[src/rtl/simple_processor_pkg.sv]
// Shared types and constants for simple_processor, including the load/store unit.
package simple_processor_pkg;

  localparam int DATA_WIDTH = 32;

  typedef enum logic [1:0] {
    FUNC_NONE  = 2'd0,
    FUNC_LOAD  = 2'd1,
    FUNC_STORE = 2'd2,
    FUNC_OTHER = 2'd3
  } func_t;

  typedef enum logic [1:0] {
    SZ_BYTE = 2'd0,
    SZ_HALF = 2'd1,
    SZ_WORD = 2'd2
  } mem_size_t;

  typedef enum logic [1:0] {
    ERR_NONE     = 2'd0,
    ERR_MISALIGN = 2'd1,
    ERR_TIMEOUT  = 2'd2,
    ERR_FUNC     = 2'd3
  } err_t;

  typedef enum logic [1:0] {
    LSU_IDLE     = 2'd0,
    LSU_WAIT_ACK = 2'd1,
    LSU_RESP     = 2'd2
  } lsu_state_t;

endpackage

[src/rtl/lsu_align.sv]
// Byte-lane steering for the load/store unit: store byte enables and data
// shifted into lanes, and load data extracted from a lane and extended.
module lsu_align
  import simple_processor_pkg::*;
#(
  parameter int DATA_WIDTH = 32,
  parameter int LANE_BITS  = $clog2(DATA_WIDTH / 8)
) (
  input  mem_size_t                st_size,
  input  logic [LANE_BITS-1:0]     st_lane,
  input  logic [DATA_WIDTH-1:0]    st_data,
  output logic [DATA_WIDTH/8-1:0]  be,
  output logic [DATA_WIDTH-1:0]    wdata,
  input  mem_size_t                ld_size,
  input  logic [LANE_BITS-1:0]     ld_lane,
  input  logic                     ld_unsigned,
  input  logic [DATA_WIDTH-1:0]    rdata,
  output logic [DATA_WIDTH-1:0]    ld_data
);

  localparam int BE_W = DATA_WIDTH / 8;
  localparam logic [DATA_WIDTH-1:0] MASK8  = DATA_WIDTH'(8'hFF);
  localparam logic [DATA_WIDTH-1:0] MASK16 = DATA_WIDTH'(16'hFFFF);
  localparam logic [DATA_WIDTH-1:0] MASK32 = DATA_WIDTH'(32'hFFFF_FFFF);

  logic [BE_W-1:0]       be_base;
  logic [DATA_WIDTH-1:0] shifted;
  logic [DATA_WIDTH-1:0] mask;
  logic                  sign;

  // Store path: pick the enable pattern for the access size and move it and the data to the lane.
  always_comb begin
    be_base = BE_W'(4'hF);
    case (st_size)
      SZ_BYTE: be_base = BE_W'(1);
      SZ_HALF: be_base = BE_W'(3);
      default: be_base = BE_W'(4'hF);
    endcase
    be    = be_base << st_lane;
    wdata = st_data << {st_lane, 3'b000};
  end

  // Load path: bring the addressed lane down to bit 0, keep the access width, then extend.
  always_comb begin
    shifted = rdata >> {ld_lane, 3'b000};
    mask    = MASK32;
    sign    = shifted[31];
    case (ld_size)
      SZ_BYTE: begin mask = MASK8;  sign = shifted[7];  end
      SZ_HALF: begin mask = MASK16; sign = shifted[15]; end
      default: begin mask = MASK32; sign = shifted[31]; end
    endcase
    ld_data = (shifted & mask) | ((sign && !ld_unsigned) ? ~mask : '0);
  end

endmodule

[src/rtl/lsu_ctrl.sv]
// Multi-cycle load/store unit: accepts one request, runs a req/ack DMEM
// transaction with a timeout, and reports completion with a one-cycle done pulse.
module lsu_ctrl
  import simple_processor_pkg::*;
#(
  parameter int DATA_WIDTH     = simple_processor_pkg::DATA_WIDTH,
  parameter int ADDR_WIDTH     = 32,
  parameter int TIMEOUT_CYCLES = 16
) (
  input  logic                     clk_i,
  input  logic                     rst_i,
  input  logic                     valid_i,
  output logic                     ready_o,
  input  func_t                    func_i,
  input  mem_size_t                size_i,
  input  logic                     unsigned_i,
  input  logic [DATA_WIDTH-1:0]    rs1_data_i,
  input  logic [DATA_WIDTH-1:0]    offset_i,
  input  logic [DATA_WIDTH-1:0]    rs2_data_i,
  output logic                     done_o,
  output err_t                     err_o,
  output logic [DATA_WIDTH-1:0]    rd_data_o,
  output logic                     dmem_req_o,
  output logic [ADDR_WIDTH-1:0]    dmem_addr_o,
  output logic                     dmem_we_o,
  output logic [DATA_WIDTH/8-1:0]  dmem_be_o,
  output logic [DATA_WIDTH-1:0]    dmem_wdata_o,
  input  logic [DATA_WIDTH-1:0]    dmem_rdata_i,
  input  logic                     dmem_ack_i
);

  localparam int BE_W      = DATA_WIDTH / 8;
  localparam int LANE_BITS = $clog2(BE_W);
  localparam int CNT_W     = $clog2(TIMEOUT_CYCLES);

  lsu_state_t state_q, state_d;

  logic [DATA_WIDTH-1:0] sum;
  logic [ADDR_WIDTH-1:0] req_addr;
  logic                  misalign;
  logic                  bad_func;
  logic [BE_W-1:0]       be_new;
  logic [DATA_WIDTH-1:0] wdata_new;
  logic [DATA_WIDTH-1:0] ld_data;
  logic                  timeout_hit;

  logic [ADDR_WIDTH-1:0] addr_q;
  mem_size_t             size_q;
  logic                  unsigned_q;
  func_t                 func_q;
  logic [DATA_WIDTH-1:0] wdata_q;
  logic [BE_W-1:0]       be_q;
  err_t                  err_q;
  logic [DATA_WIDTH-1:0] rdata_q;
  logic [CNT_W-1:0]      cnt_q;

  assign sum         = rs1_data_i + offset_i;
  assign req_addr    = sum[ADDR_WIDTH-1:0];
  assign misalign    = ((size_i == SZ_HALF) && req_addr[0]) ||
                       ((size_i != SZ_BYTE) && (size_i != SZ_HALF) && (req_addr[1:0] != 2'b00));
  assign bad_func    = (func_i != FUNC_LOAD) && (func_i != FUNC_STORE);
  assign timeout_hit = (cnt_q == CNT_W'(TIMEOUT_CYCLES - 1));

  lsu_align #(
    .DATA_WIDTH (DATA_WIDTH),
    .LANE_BITS  (LANE_BITS)
  ) u_align (
    .st_size     (size_i),
    .st_lane     (req_addr[LANE_BITS-1:0]),
    .st_data     (rs2_data_i),
    .be          (be_new),
    .wdata       (wdata_new),
    .ld_size     (size_q),
    .ld_lane     (addr_q[LANE_BITS-1:0]),
    .ld_unsigned (unsigned_q),
    .rdata       (rdata_q),
    .ld_data     (ld_data)
  );

  // State register.
  always_ff @(posedge clk_i) begin
    if (rst_i) state_q <= LSU_IDLE;
    else       state_q <= state_d;
  end

  // Request capture, timeout counter, read-data capture and error latch.
  always_ff @(posedge clk_i) begin
    if (rst_i) begin
      addr_q     <= '0;
      size_q     <= SZ_BYTE;
      unsigned_q <= 1'b0;
      func_q     <= FUNC_NONE;
      wdata_q    <= '0;
      be_q       <= '0;
      err_q      <= ERR_NONE;
      rdata_q    <= '0;
      cnt_q      <= '0;
    end else begin
      case (state_q)
        LSU_IDLE: begin
          cnt_q <= '0;
          if (valid_i) begin
            addr_q     <= req_addr;
            size_q     <= size_i;
            unsigned_q <= unsigned_i;
            func_q     <= func_i;
            wdata_q    <= wdata_new;
            be_q       <= be_new;
            rdata_q    <= '0;
            if (misalign)      err_q <= ERR_MISALIGN;
            else if (bad_func) err_q <= ERR_FUNC;
            else               err_q <= ERR_NONE;
          end
        end
        LSU_WAIT_ACK: begin
          cnt_q <= cnt_q + CNT_W'(1);
          if (dmem_ack_i)       rdata_q <= dmem_rdata_i;
          else if (timeout_hit) err_q   <= ERR_TIMEOUT;
        end
        default: ;
      endcase
    end
  end

  // Next-state logic and all outputs; DMEM lines are only driven while a request is open.
  always_comb begin
    state_d      = state_q;
    ready_o      = 1'b0;
    done_o       = 1'b0;
    err_o        = ERR_NONE;
    rd_data_o    = '0;
    dmem_req_o   = 1'b0;
    dmem_addr_o  = '0;
    dmem_we_o    = 1'b0;
    dmem_be_o    = '0;
    dmem_wdata_o = '0;
    case (state_q)
      LSU_IDLE: begin
        ready_o = 1'b1;
        if (valid_i) state_d = (misalign || bad_func) ? LSU_RESP : LSU_WAIT_ACK;
      end
      LSU_WAIT_ACK: begin
        dmem_req_o   = 1'b1;
        dmem_addr_o  = {addr_q[ADDR_WIDTH-1:LANE_BITS], LANE_BITS'(0)};
        dmem_we_o    = (func_q == FUNC_STORE);
        dmem_be_o    = be_q;
        dmem_wdata_o = wdata_q;
        if (dmem_ack_i || timeout_hit) state_d = LSU_RESP;
      end
      LSU_RESP: begin
        done_o = 1'b1;
        err_o  = err_q;
        if ((func_q == FUNC_LOAD) && (err_q == ERR_NONE)) rd_data_o = ld_data;
        state_d = LSU_IDLE;
      end
      default: state_d = LSU_IDLE;
    endcase
  end

endmodule

[config.mk]
export PLATFORM = sky130hd
export DESIGN_NAME = lsu_ctrl
export DESIGN_NICKNAME = d
export VERILOG_FILES = /design/src/rtl/simple_processor_pkg.sv /design/src/rtl/lsu_align.sv /design/src/rtl/lsu_ctrl.sv
export SDC_FILE = /design/constraint.sdc
export NUM_CORES = 1
export LEC_CHECK = 0
export BUFFER_PORTS_ARGS = -buffer_cell sky130_fd_sc_hd__buf_4
export CAP_MARGIN = 10
export CORE_MARGIN = 2
export CORE_UTILIZATION = 40
export CTS_CLUSTER_DIAMETER = 100
export DETAILED_ROUTE_END_ITERATION = 16
export HOLD_SLACK_MARGIN = 0.02
export PLACE_DENSITY_LB_ADDON = 0.3
export SLEW_MARGIN = 20
export SYNTH_ARGS = -nofsm -noshare
export SYNTH_HDL_FRONTEND = slang
export SYNTH_SLANG_ARGS = --single-unit
[constraint.sdc]
create_clock -name clk_i -period 2.7 [get_ports clk_i]
set_input_delay 0.675 -clock clk_i [delete_from_list [all_inputs] [get_ports clk_i]]
set_output_delay 0.675 -clock clk_i [all_outputs]
set_load 0.005 [all_outputs]
==> impl_summary.txt <==
----------------------------------------------------
[Placed design]
  Area post-placement ... 9998 um^2
  Port-buffer cells ... 240
  Cell total after placement ... 1489
  Last weighted congestion value of the routability-driven placer ... 0.9091
  DPL Wire Length ... 18050 um

[Timing]
  Transition time of the tightest slew-check pin ... 0.6775 ns
  Min Clock Period, post-route ... 2.704 ns
  Setup tns final ... -0.003632 ns
  Final slew viol count ... 0
  Share of the cycle needed by the critical path after routing ... 100.1%
  Fin. Hold Viols ... 0
  Maximum clock skew at final layout ... around 0.018 ns
  Setup repair after global routing missed its margin ... true
  Total of endpoints with negative setup slack in the final report ... 1
  Rel. slew slack ... 54.83%
  Upper clock frequency limit ... ~370 MHz
  Slack of the critical path ... -0.003632 ns

[Detailed routing]
  Drt pass-1 iters ... 6
  Number of vias in the routed layout ... 8291
  Drt first-iter violations ... 369
  Routed wire length ... 24780 um
  Number of routed nets with antenna violations ... 0
  DRC violation count after routing ... 0
  Number of vias per cell after detailed routing ... 5.437
  Per-cell routed wire length ... 16.25 um

[Logic synthesis]
  Post-synthesis xor/xnor area fraction ... between 1 and 1.5%
  Top FF cell, synth ... sky130_fd_sc_hd__dfxtp_1
  Average cell area after synthesis ... about 7.4 um^2
  Cell accounting for the most synthesized area ... sky130_fd_sc_hd__dfxtp_1
  Post-synth top area share ... 29.68%
  Cell types with the largest area share after synthesis ... sky130_fd_sc_hd__dfxtp_1, sky130_fd_sc_hd__a21oi_1, sky130_fd_sc_hd__nand2_1
  Post-synthesis adder-cell area fraction ... 5.515%
  Post-Syn Area ... 7622 um^2
  Multiplexer area fraction after synthesis ... 6.205%
  Count of state elements after synthesis ... 113
  Fraction of registers with async set or reset after synthesis ... 0%
  Combinational family with the most area after synthesis ... simple AND/OR/NAND/NOR gates
  Yosys Warn Count ... 0
  Instance count of the mapped netlist ... 1026
  Number of unique standard cell types used by synthesis ... 66
  Share of synthesized cell area in and, or, nand and nor gates ... 27.20%
  Number of enable flip-flop cells after synthesis ... 0
  Proportion of synthesized chip area in sequential cells ... 29.68%
  Fraction of the mapped netlist area in compound gates ... roughly 25%

[Die]
  Vertical die dimension ... 142.0 um
  Area of the core ... between 15000 and 20000 um^2
  Horizontal die dimension ... 142.0 um
  I/O pin total ... 243
  Die Footprint ... 20180 um^2
  Number of rows in the core area ... 50
  Initial cell density of the core ... 40.75%

[Cells and area]
  P&R area growth vs syn ... 40.68%
  Fraction of layout cells with a size suffix above 1 ... 30.05%
  Most common library cell in the layout ignoring fill and taps ... sky130_fd_sc_hd__buf_4
  Final cell count without fillers ... 1525
  Final cell area excluding filler cells ... 10720 um^2
  Number of nets at the end of the flow ... 1448
  Fillers ... 1727
  Most used cells in the layout excluding fill and tap cells ... sky130_fd_sc_hd__buf_4, sky130_fd_sc_hd__nand2_1, sky130_fd_sc_hd__a21oi_1
  Final cell utilization of the core ... between 50% and 60%
  Number of diodes added for antenna fixing ... 0

[Global route]
  Global-route usage over all layers ... 24.09%
  Total overflow reported by the global router ... 0
  Number of global-route vias before repair ... around 7900
  Maximum number of pins on one net before global-route repair ... 61
  Initial antenna violation count ... 0
  Wire length of the first global-routing pass ... 39150 um

[Setup path]
  Startpoint kind of the worst setup timing path ... flop
  Slowest cell on the critical path ... sky130_fd_sc_hd__dfxtp_4
  WS Path Type ... flop to primary output
  Critical path launch point ... addr_q[1]
  Maximum cell stage delay along the critical path ... 0.36 ns
  Data arrival, critical path ... 2.03 ns
  Critical path, cell by cell ... mux2i_2 -> o22a_1 -> mux2_4 -> nor2_4 -> o21bai_4 -> buf_6 -> a21oi_1 -> buf_4
  CP Capture Type ... primary output
  Critical-path maximum fanout ... 8
  Critical path required time ... 2.03 ns
  Worst reg2reg path startpoint ... state_q[1]

[Status]
  Result of the run ... complete, but fails checks
  Violated checks ... setup timing

[Power]
  Areal power density over the cells ... 520.6 nW/um^2
  Power, Total ... 0.005582 W
  IR drop worst, VDD ... 359.1 uV
  Static leakage ... 4.660 nW

[Clock tree]
  Worst-case clock buffer depth ... 2
  TritonCTS clock tree ... done
  Number of buffers inserted during clock tree synthesis ... 17
  Source-to-sink clock delay at the later pin of the worst-skew pair ... 0.42 ns
  Hold_buf cts ... 0
  CTS H-Tree Depth ... 4
  Clk pin slew, worst setup/hold paths ... 0.05 ns
  Root Buffer ... sky130_fd_sc_hd__clkbuf_16
  Number of clock sinks seen by CTS ... 113

[Worst hold path]
  Worst hold path startpoint ... addr_q[2]
  Hold/Removal Path Class ... flop to flop

[Job]
  Max-cap violation count ... 0

----------------------------------------------------
## layout make-up
type                       instances  area, um^2  area share, %
multi-input combinational        824        5106          47.62
timing repair buffer             314        2419          22.56
sequential                       113        2268          21.16
clock buffer                      22       474.2          4.422
tap                              234       292.8          2.730
clock inverter                    10       132.6          1.237
inverter                           8       30.03         0.2800
## worst max-delay path: cells and delay by family (launching register included)
family                 cells  cell delay (ns)
multiplexers               2             0.43
AO/OA/AOI/OAI              3             0.44
AND/OR/NAND/NOR            1             0.10
buffers and inverters      2             0.28
flip-flops                 1             0.36
## final timing paths
kind | to | slack, ns | cells after the start
setup / recovery | rd_data_o[30] | -0.004 | 8
hold / removal | addr_q[2] | 0.45 | 2
setup reg to reg | addr_q[26] | 0.65 | 6
hold reg to reg | addr_q[2] | 0.45 | 2
## cells in the mapped netlist (all sizes together) (2+ instances only)
| cell | instances |
|---|---|
| nand3b | 3 |
| ha | 32 |
| o21a | 14 |
| o2111ai | 3 |
| and3b | 2 |
| or2 | 3 |
| o31ai | 2 |
| nand2b | 7 |
| and3 | 12 |
| o22ai | 2 |
| dfxtp | 113 |
| o311ai | 3 |
| nand2 | 156 |
| a21boi | 3 |
| a22oi | 2 |
| buf | 14 |
| nand4 | 5 |
| o21ai | 33 |
| nor3 | 17 |
| clkbuf | 68 |
| nor4 | 3 |
| a21oi | 139 |
| or3 | 2 |
| or4 | 3 |
| mux2 | 10 |
| a211oi | 35 |
| nor2 | 61 |
| nand3 | 64 |
| o211ai | 17 |
| nor2b | 15 |
| inv | 8 |
| mux2i | 36 |
| o22a | 8 |
| nor3b | 3 |
| o21bai | 6 |
| a21o | 19 |
| xor2 | 8 |
| xnor2 | 5 |
| a211o | 3 |
| and2 | 73 |
## metrics by stage
stage	setup WS (ns)	hold WS, ns
3_3_place_gp	-0.2180	0.4358
5_1_grt	-0.07948	0.4591
3_5_place_dp	-0.2517	0.4396
4_1_cts	-0.02010	0.4472
6_report	-0.003632	0.4461
2_1_floorplan	-0.01419	0.4166
## repair_timing
action,CTS,global route
hold endpoints to repair,0,0
cloned,1,0
pin swaps,2,4
setup endpoints to repair,16,22
buffers inserted,2,1
gates resized for setup,15,13
## routing by layer
layer  wire length (um)  share of wire, %  track usage, %  vias to the layer above
met1              10650                43           30.52                     3815
met3               1614               6.5           5.384                       43
met5                  0                 0               0                        -
met4                580               2.3           7.737                        0
met2              11940                48           40.68                      294
li1                   -                 -               -                     4139
## state kept, by name, indices dropped and copies added (netlist names)
register    count
addr_q         32
rdata_q        32
wdata_q        32
be_q            4
cnt_q           4
err_q           2
func_q          2
size_q          2
state_q         2
unsigned_q      1
## logic make-up after synthesis
group | count (synthesis)
other | 1
and+or+nand+nor | 431
AOI/OAI and AO/OA | 299
DFF | 113
buffers and inverters | 90
xor gates and xnor gates | 13
adders and majority gates | 33
muxes | 46
## where the power goes
part	internal (W)	switching, W
combinational	0.000628	0.000753
sequential	0.00179	0.0000728
clock	0.00152	0.000822
Note: power is estimated with default switching activity, not from simulation.
